### config.mk
export PLATFORM = sky130hd
export DESIGN_NAME = serial_rx
export DESIGN_NICKNAME = d
export VERILOG_FILES = /design/src/rtl/serial_rx.sv
export SDC_FILE = /design/constraint.sdc
export NUM_CORES = 1
export LEC_CHECK = 0
export ABC_AREA = 1
export CAP_MARGIN = 20
export CORE_MARGIN = 2
export CORE_UTILIZATION = 55
export CTS_CLUSTER_SIZE = 14
export DETAILED_ROUTE_END_ITERATION = 8
export GPL_TIMING_DRIVEN = 0
export MAX_ROUTING_LAYER = met4
export PLACE_DENSITY = 0.76
export SYNTH_ARGS = -nofsm -noshare
export SYNTH_HDL_FRONTEND = slang
export SYNTH_SLANG_ARGS = --single-unit
### constraint.sdc
create_clock -name clk -period 2.1 [get_ports clk]
set_input_delay 0.525 -clock clk [delete_from_list [all_inputs] [get_ports clk]]
set_output_delay 0.525 -clock clk [all_outputs]
set_load 0.01 [all_outputs]
### src/rtl/serial_rx.sv
// 8N1 UART receiver with 2-flop input synchronizer and mid-bit sampling.
// Define SERIAL_RX_MAJORITY_EN for 2-of-3 majority sampling around each bit centre.
module serial_rx #(
  parameter int comm_clk_frequency = 50_000_000,
  parameter int baud_rate          = 115200
) (
  input  logic       clk,
  input  logic       reset_button,
  input  logic       RxD,
  output logic [7:0] RxD_data,
  output logic       RxD_data_ready,
  output logic       RxD_frame_error,
  output logic       RxD_idle,
  output logic [1:0] rx_state
);

  localparam int BIT  = comm_clk_frequency / baud_rate;
  localparam int HALF = BIT / 2;
  localparam int CW   = (BIT > 2) ? $clog2(BIT) : 1;
  localparam logic [CW-1:0] BIT_M1  = CW'(BIT - 1);
  localparam logic [CW-1:0] HALF_M1 = CW'(HALF - 1);

  typedef enum logic [1:0] {IDLE = 2'd0, START = 2'd1, DATA = 2'd2, STOP = 2'd3} state_t;

  state_t          state_q, state_d;
  logic            sync1_q, sync2_q;
  logic [1:0]      fill_q, fill_d;
  logic            armed_q, armed_d;
  logic [CW-1:0]   cnt_q, cnt_d;
  logic [2:0]      idx_q, idx_d;
  logic [7:0]      shift_q, shift_d;
  logic            brk_q, brk_d;
  logic [7:0]      data_q, data_d;
  logic            ready_q, ready_d;
  logic            ferr_q, ferr_d;
  logic            idle_q, idle_d;
  logic            rxs, expiry, act, sample;
`ifdef SERIAL_RX_MAJORITY_EN
  logic [1:0]      hist_q, hist_d;
  logic            pend_q, pend_d;
`endif

  // RxD_data_ready / RxD_frame_error are single-cycle strobes with no back-pressure:
  // RxD_data is valid in the ready cycle and holds until the next good frame.
  always_comb begin
    rxs    = sync2_q;
    expiry = (state_q != IDLE) && (cnt_q == '0);
`ifdef SERIAL_RX_MAJORITY_EN
    // Act one cycle after expiry so the sample at expiry+1 can join the vote.
    act    = pend_q;
    sample = (hist_q[1] & hist_q[0]) | (hist_q[1] & rxs) | (hist_q[0] & rxs);
    pend_d = expiry;
    hist_d = {hist_q[0], rxs};
`else
    act    = expiry;
    sample = rxs;
`endif
    state_d = state_q;
    cnt_d   = cnt_q;
    idx_d   = idx_q;
    shift_d = shift_q;
    brk_d   = brk_q;
    data_d  = data_q;
    ready_d = 1'b0;
    ferr_d  = 1'b0;
    fill_d  = {fill_q[0], 1'b1};
    // After reset, only arm once the real line has been seen high.
    armed_d = armed_q | (fill_q[1] & rxs);
    if (state_q != IDLE) cnt_d = expiry ? BIT_M1 : cnt_q - CW'(1);
    case (state_q)
      IDLE: begin
        if (armed_q && !rxs) begin
          state_d = START;
          cnt_d   = HALF_M1;
        end
      end
      START: begin
        if (act) begin
          if (!sample) begin
            state_d = DATA;
            idx_d   = 3'd0;
          end else begin
            state_d = IDLE;
          end
        end
      end
      DATA: begin
        if (act) begin
          shift_d[idx_q] = sample;
          idx_d          = idx_q + 3'd1;
          if (idx_q == 3'd7) begin
            state_d = STOP;
            brk_d   = 1'b0;
          end
        end
      end
      STOP: begin
        if (brk_q) begin
          if (rxs) begin
            state_d = IDLE;
            brk_d   = 1'b0;
          end
        end else if (act) begin
          if (sample) begin
            data_d  = shift_q;
            ready_d = 1'b1;
            state_d = IDLE;
          end else begin
            ferr_d = 1'b1;
            brk_d  = 1'b1;
          end
        end
      end
      default: state_d = IDLE;
    endcase
    idle_d = (state_d == IDLE);
  end

  always_ff @(posedge clk or negedge reset_button) begin
    if (!reset_button) begin
      state_q <= IDLE;
      sync1_q <= 1'b1;
      sync2_q <= 1'b1;
      fill_q  <= 2'b00;
      armed_q <= 1'b0;
      cnt_q   <= '0;
      idx_q   <= 3'd0;
      shift_q <= 8'h00;
      brk_q   <= 1'b0;
      data_q  <= 8'h00;
      ready_q <= 1'b0;
      ferr_q  <= 1'b0;
      idle_q  <= 1'b1;
`ifdef SERIAL_RX_MAJORITY_EN
      hist_q  <= 2'b11;
      pend_q  <= 1'b0;
`endif
    end else begin
      state_q <= state_d;
      sync1_q <= RxD;
      sync2_q <= sync1_q;
      fill_q  <= fill_d;
      armed_q <= armed_d;
      cnt_q   <= cnt_d;
      idx_q   <= idx_d;
      shift_q <= shift_d;
      brk_q   <= brk_d;
      data_q  <= data_d;
      ready_q <= ready_d;
      ferr_q  <= ferr_d;
      idle_q  <= idle_d;
`ifdef SERIAL_RX_MAJORITY_EN
      hist_q  <= hist_d;
      pend_q  <= pend_d;
`endif
    end
  end

  assign RxD_data        = data_q;
  assign RxD_data_ready  = ready_q;
  assign RxD_frame_error = ferr_q;
  assign RxD_idle        = idle_q;
  assign rx_state        = state_q;

endmodule

Word level (Yosys, flattened, before mapping)
Cells that the tools add are included.
- register bits after elaboration: 39
- word-level logic and storage cells: 74
- input bits: 3
- output and inout port bits: 13
- $lt $le $gt $ge: 2
- eq/ne operators: 8
- add/sub/neg operators: 2
- mux-type cells: 32
- bitwise gates (word level): 3
- reductions and logical operators: 14
- operators by type and width (kind ; count):
    9-bit 2-to-1 mux ; 4
    2-bit 2-to-1 mux ; 8
    1-bit 2-to-1 mux ; 12
    9-bit zero test ; 1
    3-bit 2-to-1 mux ; 3
    9-bit by 1-bit subtractor with 9-bit output (second input constant) ; 1
    8-bit bitwise mux ; 1
    2-bit inequality test (second input constant) ; 4
    2-bit case mux with 4 select lines ; 1
    4-bit AND reduction ; 2
    3-bit case mux with 2 select lines ; 1
    2-bit nonzero test ; 3
    2-bit == test (second input constant) ; 2
    2-bit zero test ; 2
    3-bit by 4-bit less-than comparator with 1-bit output (second input constant) ; 1
    3-bit by 1-bit adder with 3-bit output (second input constant) ; 1
    1-bit demux with 3-bit select ; 1
    3-bit == test (second input constant) ; 1
    3-bit by 1-bit greater-or-equal comparator with 1-bit output (second input constant) ; 1
    1-bit logical AND ; 3
    3-bit AND reduction ; 1
    2-bit by 1-bit == test with 1-bit output (second input constant) ; 1
    1-bit case mux with 2 select lines ; 1
    2-bit AND reduction ; 1
    4 further kinds ; 4

Depth between registers and ports, before layout
Gate-level depths: netlist of run 1.
- depth after elaboration: 6
- gate-level depth with buffers: 10
- depth with buffers taken out: 10

Least setup slack after synthesis of run 1
Ideal clock, no wire load.
- kind: reg-to-reg
- from: register cnt_q[0]
- to: register data_q[4] (netlist: RxD_data[4])
- data arrival time: 1.327 ns
- path buffers: 1
- period minus slack after synthesis: 1.444 ns
- setup time: 0.117 ns
- slack: 0.656 ns
- data required time: 1.983 ns
- stages on the path, launching flop included: 11
- cells stage by stage: dfrtp_1 > inv_1 > ha_1 > nand2_2 > nor2_8 > nand2_4 > inv_4 > nand3_4 > buf_6 > nand2_2 > o21ai_2
- cells in the longest elaborated chain, start to end: 3
- RTL lines (element ; RTL line ; RTL):
    from (decl) ; 29 ; logic [CW-1:0] cnt_q, cnt_d;
    from (signal assigned) ; 144 ; cnt_q <= cnt_d;
    9-bit zero test ; 47 ; expiry = (state_q != IDLE) && (cnt_q == '0);
    1-bit logical AND ; 47 ;
    4-bit AND reduction (no line) ; -- ;
    to (signal assigned) ; 148 ; data_q <= data_d;
    to (decl) ; 33 ; logic [7:0] data_q, data_d;
No other way between the ends.
A chain may end at the register's enable or synchronous reset.

Worst setup path after layout of run 1
- from: register state_q[1] (netlist: rx_state[1])
- to: output port rx_state[1]
- RTL lines (element ; RTL line ; RTL):
    from (decl) ; 25 ; state_t state_q, state_d;
    from (signal assigned) ; 139 ; state_q <= state_d;
    to (decl) ; 14 ; output logic [1:0] rx_state
No word-level cell between the ends.

==> results of run 1 <==
[layout by cell type, fill, tap and decap left out, types with 4 or more instances in the layout]
| cell type | n |
|---|---|
| a21oi_1 | 5 |
| clkbuf_4 | 5 |
| clkdlybuf4s50_1 | 14 |
| dfrtp_1 | 35 |
| inv_1 | 27 |
| nand2_1 | 48 |
| nand3_1 | 16 |
| nor2_1 | 23 |
| nor2_4 | 4 |
| nor3_1 | 4 |
| o21ai_0 | 9 |
| o21ai_1 | 5 |
| o21ai_2 | 4 |
[area by class of cell]
cell class,count,area [sq um],area share
Buffer,2,16.3,0.00751
Clock buffer,6,41.3,0.0191
Clock inverter,2,60.1,0.0277
Inverter,30,115,0.0531
Multi-Input combinational cell,140,749,0.346
Sequential cell,39,981,0.453
Tap cell,46,57.6,0.0266
Timing Repair Buffer,15,145,0.0670
[metal layers]
layer / GRT usage / up-vias / part of all wire
met5: - / - / 0
met4: 0.0667 / 0 / 0.014
met3: 0.0598 / 5 / 0.031
met2: 0.315 / 20 / 0.47
met1: 0.265 / 624 / 0.48
li1: - / 717 / -
[final timing paths]
path                              start     endpoint  slack, ps
setup / recovery            rx_state[1]  rx_state[1]        160
hold / removal             reset_button   shift_q[1]        270
setup reg to reg               cnt_q[0]  RxD_data[3]        510
hold reg to reg                 sync1_q          rxs        370
max in group asynchronous  reset_button  rx_state[0]       1260
min in group clk                sync1_q          rxs        370
[cells by family (layout without fill, tap and decap cells)]
logic type | count (synthesis) | after routing | share of synthesized area
AND/OR/NAND/NOR | 107 | 107 | 0.286
flip-flops | 39 | 39 | 0.527
buffers and inverters | 32 | 55 | 0.0706
AO/OA/AOI/OAI | 27 | 27 | 0.0847
adder cells (fa/ha/maj) | 3 | 3 | 0.0202
XOR/XNOR | 2 | 2 | 0.00942
other | 1 | 1 | 0.00202
[per-stage QoR]
stage          total power [mW]  hold WS [ps]
2_1_floorplan              1.32           229
3_3_place_gp               1.42           341
3_5_place_dp               1.44           356
4_1_cts                    2.05           294
5_1_grt                    2.17           327
6_report                   2.04           269
[state kept, by name, summed over array words and instances (netlist names)]
register	cells
cnt_q	9
RxD_data	8
shift_q	8
idx_q	3
fill_q	2
rx_state	2
RxD_data_ready	1
RxD_frame_error	1
RxD_idle	1
armed_q	1
brk_q	1
rxs	1
sync1_q	1
[power groups by stage]
stage | Sequential, mW | Clock (mW) | Combinational (mW)
6_report | 0.981 | 0.607 | 0.451
5_1_grt | 0.997 | 0.654 | 0.516
4_1_cts | 0.977 | 0.620 | 0.453
3_5_place_dp | 0.991 | 0 | 0.447
3_3_place_gp | 0.986 | 0 | 0.438
2_1_floorplan | 0.971 | 0 | 0.347
[repair_timing]
item | CTS | global route
gates resized for setup | 0 | 1
setup buffers | 0 | 0
setup endpoints to repair | 0 | 1
endpoints found under the hold margin | 0 | 0
==> metrics.csv, run 1 <==
metric,value,unit
final_area,2170,sq um
p_per_area,941,nW/um^2
clkSinkCount,39,
fin_crit,1940,ps
maxCapViolCount,0,
routedWlPerCell,11.4,microns
antenna_found_initial,0,
ys_ff_latch,39,
net-switching-power,0.631,mW
cts_buffer_depth,2,
synth_seq_area_share,0.527,
fin_cells,280,
io_buffer_count,15,
setup_slack,164,ps
grt_usage,0.205,
grt_pass1_vias,1318,
hold_viol_final,0,
path_class,reg2out,
synth_area,1860,sq um
worstMarginPinSlew,828,ps
dieArea,3860,sq um
firstDrtPassIters,4,
path_max_fanout,6,
rsz0062_at_grt,false,
place_congestion,0.808,
finalSetupTns,0,ps
min_path_type,in2async,
timing.critical_path.buf_inv,1,
fin_worst_skew,15.0,ps
htreeDepth,2,
synth_nets,217,
leakage,1.08,nW
syn_inst,211,
clockRootBuffer,clkbuf_4,
hpwl,2390,microns
combPwrFrac,0.221,
status,finished clean,
vias,1366,
grt_overflow,0,
yosys-top-cells-area,"dfrtp_1 (48%), nand2_1 (9.7%), inv_1 (5.4%)",
netlist.top_cell.by_area,dfrtp_1,
cp.depth,1,
initialDrtViolationCount,66,
slew-limit-headroom,0.448,
dieHeight,62.2,microns
die_x,62.2,microns
drc_errors,0,
placed_cells,272,
tritoncts,yes,
async_reset_ff_frac,1.00,
cts_made_buffers,5,
finalSetupViolCount,0,
routed_via_density,4.88,
crit_slowest_cell,clkdlybuf4s50_1,
max_freq,516,MHz
drive_gt1_frac,0.137,
ys.flop_type,dfrtp_1,
crit_path_start_kind,flip-flop,
synth.avg_cell_area,8.82,sq um
critPathArrivalTime,1410,ps
power.share.switching,0.310,
reg2reg_depth,10,
synth_cell_types,29,
ctsHoldBuffers,0,
routed_wl,3200,microns
drv_slew,0,
end_kind,primary output,
fin_crit_sh,0.922,
synth_top_area_share,0.484,
synth_common_cells,"nand2_1 (48), dfrtp_1 (36), inv_1 (27), nor2_1 (23), nand3_1 (16)",
required,1570,ps
dpl_cell_area,2060,sq um
fin_util,0.659,
crit_chain,clkdlybuf4s50_1,
synth_edf_count,0,
rows,21,
area_growth,16.4,%
seqPwrFrac,0.481,
ys_warn_count,0,
ios,16,
coreArea,3280,sq um
nets,239,
p_int,1.41,mW
insertion_delay,350,ps
pre_cts_ws,438,ps
p_clk_frac,0.298,
grt_max_degree,40,
vdd_drop_max,0.695,mV
nFillCells,280,
critical-path-top-delay-family,buffers and inverters,
cp_slowest_stage_delay,580,ps
ant_nets,0,
diodes,0,
yosysMostFrequentCell,nand2_1,
clk_pin_slew_worst_paths,120,ps
initial_utilization,0.566,
grt_pass1_wl,5950,microns
(Power assumes the default switching activity.)
==> run 2: changes to the inputs <==
--- a/config.mk
+++ b/config.mk
@@ -9,7 +9,6 @@
 export CAP_MARGIN = 20
 export CORE_MARGIN = 2
 export CORE_UTILIZATION = 55
-export CTS_CLUSTER_SIZE = 14
 export DETAILED_ROUTE_END_ITERATION = 8
 export GPL_TIMING_DRIVEN = 0
 export MAX_ROUTING_LAYER = met4
==> constraint.sdc (replaced) <==
create_clock -name clk -period 1.9 [get_ports clk]
set_input_delay 0.475 -clock clk [delete_from_list [all_inputs] [get_ports clk]]
set_output_delay 0.475 -clock clk [all_outputs]
set_load 0.01 [all_outputs]
==> metrics.csv, run 2 (synthesis results as in run 1) <==
metric,value,unit,change
status,finished clean,,unchanged
max_freq,554,MHz,
dieHeight,62.2,microns,unchanged
total_power,2.30,mW,was 2.04 mW
place_congestion,0.808,,unchanged
initialDrtViolationCount,78,,was 66
timing.critical_path.buf_inv,1,,unchanged
end_kind,primary output,,unchanged
vias,1376,,"was 1,366"
hold_viol_final,0,,unchanged
ant_nets,0,,unchanged
insertion_delay,340,ps,was 350 ps
fin_util,0.667,,was 0.659
htreeDepth,2,,unchanged
dieArea,3860,sq um,unchanged
clkSinkCount,39,,unchanged
fin_crit_sh,0.950,,
drive_gt1_frac,0.152,,was 0.137
p_per_area,1050,nW/um^2,was 941 nW/um^2
hpwl,2390,microns,unchanged
fin_worst_skew,15.6,ps,was 15.0 ps
vdd_drop_max,0.728,mV,was 0.695 mV
registers.top_by_ff_count,cnt_q,,unchanged
ios,16,,unchanged
routedWlPerCell,11.4,microns,about the same
largest_reg_flops,9,,unchanged
rsz0062_at_grt,false,,unchanged
firstDrtPassIters,4,,unchanged
required,1420,ps,was 1570 ps
setup_slack,94.7,ps,was 164 ps
finalSetupTns,0,ps,unchanged
grt_usage,0.206,,was 0.205
final_common_cell,nand2_1,,unchanged
r2r_setup_slack,310,ps,was 510 ps
nets,242,,was 239
crit_slowest_cell,clkdlybuf4s50_1,,unchanged
ctsHoldBuffers,0,,unchanged
drc_errors,0,,unchanged
cp_slowest_stage_delay,560,ps,was 580 ps
path_class,reg2out,,unchanged
critical-path-top-delay-family,buffers and inverters,,unchanged
grt_overflow,0,,unchanged
rows,21,,unchanged
area_growth,17.8,%,was 16.4%
io_buffer_count,15,,unchanged
slew-limit-headroom,0.445,,was 0.448
crit_chain,clkdlybuf4s50_1,,unchanged
finalSetupViolCount,0,,unchanged
critPathArrivalTime,1330,ps,was 1410 ps
grt_max_degree,40,,unchanged
clockRootBuffer,clkbuf_4,,unchanged
pre_cts_ws,288,ps,was 438 ps
tritoncts,yes,,unchanged
cts_buffer_depth,2,,unchanged
diodes,0,,unchanged
final_cell_mix,"nand2_1 (48), dfrtp_1 (34), inv_1 (27), nor2_1 (23), nand3_1 (16)",,"was nand2_1 (48), dfrtp_1 (35), inv_1 (27), nor2_1 (23), nand3_1 (16)"
path_max_fanout,6,,unchanged
min_path_type,in2async,,unchanged
crit_path_start_kind,flip-flop,,unchanged
grt_pass1_vias,1320,,"was 1,318"
routed_via_density,4.86,,was 4.88
coreArea,3280,sq um,unchanged
antenna_found_initial,0,,unchanged
die_x,62.2,microns,unchanged
worstMarginPinSlew,832,ps,was 828 ps
drv_slew,0,,unchanged
maxCapViolCount,0,,unchanged
routed_wl,3220,microns,was 3200 microns
clk_pin_slew_worst_paths,120,ps,about the same
leakage,1.11,nW,was 1.08 nW
fin_crit,1810,ps,
initial_utilization,0.566,,unchanged
cts_made_buffers,5,,unchanged
grt_pass1_wl,5960,microns,was 5950 microns
[run 2: metrics by stage]
stage               hold slack (ps)  cell area [sq um]  std cells
floorplan                       179               1860        211
detailed placement              356               2060        272
finish                          228               2190        283
global route                    276               2190        283
global placement                341               2070        272
CTS                             244               2170        280
[run 2: power by group]
group / switching [mW] / total (mW) / internal [mW]
logic: 0.328 / 0.564 / 0.237
registers: 0.119 / 1.07 / 0.948
clock network: 0.258 / 0.669 / 0.411
total: 0.705 / 2.30 / 1.60
[run 2: timing repair]
action                                  CTS  global route
endpoints found under the setup margin    2             2
setup buffers                             0             3
gates resized for setup                   2             1
[run 2: layout make-up]
class | instances | area, sq um
tap | 46 | 57.6
sequential | 39 | 982
clock buffer | 6 | 41.3
buffer | 2 | 16.3
multi-input combinational | 140 | 749
inverter | 30 | 115
clock inverter | 2 | 60.1
timing repair buffer | 18 | 170
fill | 277 | 1090
[run 2: worst paths after layout]
check	endpoint	from	cells after the start
hold reg to reg	rxs	sync1_q	0
max in group asynchronous	rx_state[0]	reset_button	1
setup / recovery	rx_state[1]	rx_state[1]	1
setup reg to reg	RxD_data[3]	cnt_q[0]	10
hold / removal	shift_q[1]	reset_button	1
min in group clk	rxs	sync1_q	0
[run 2: routing by layer]
metal / global-route usage / vias up / part of all wire
li1: - / 719 / -
met2: 0.315 / 23 / 0.48
met5: - / - / 0
met1: 0.267 / 632 / 0.48
met3: 0.0598 / 2 / 0.029
met4: 0.0667 / 0 / 0.0075
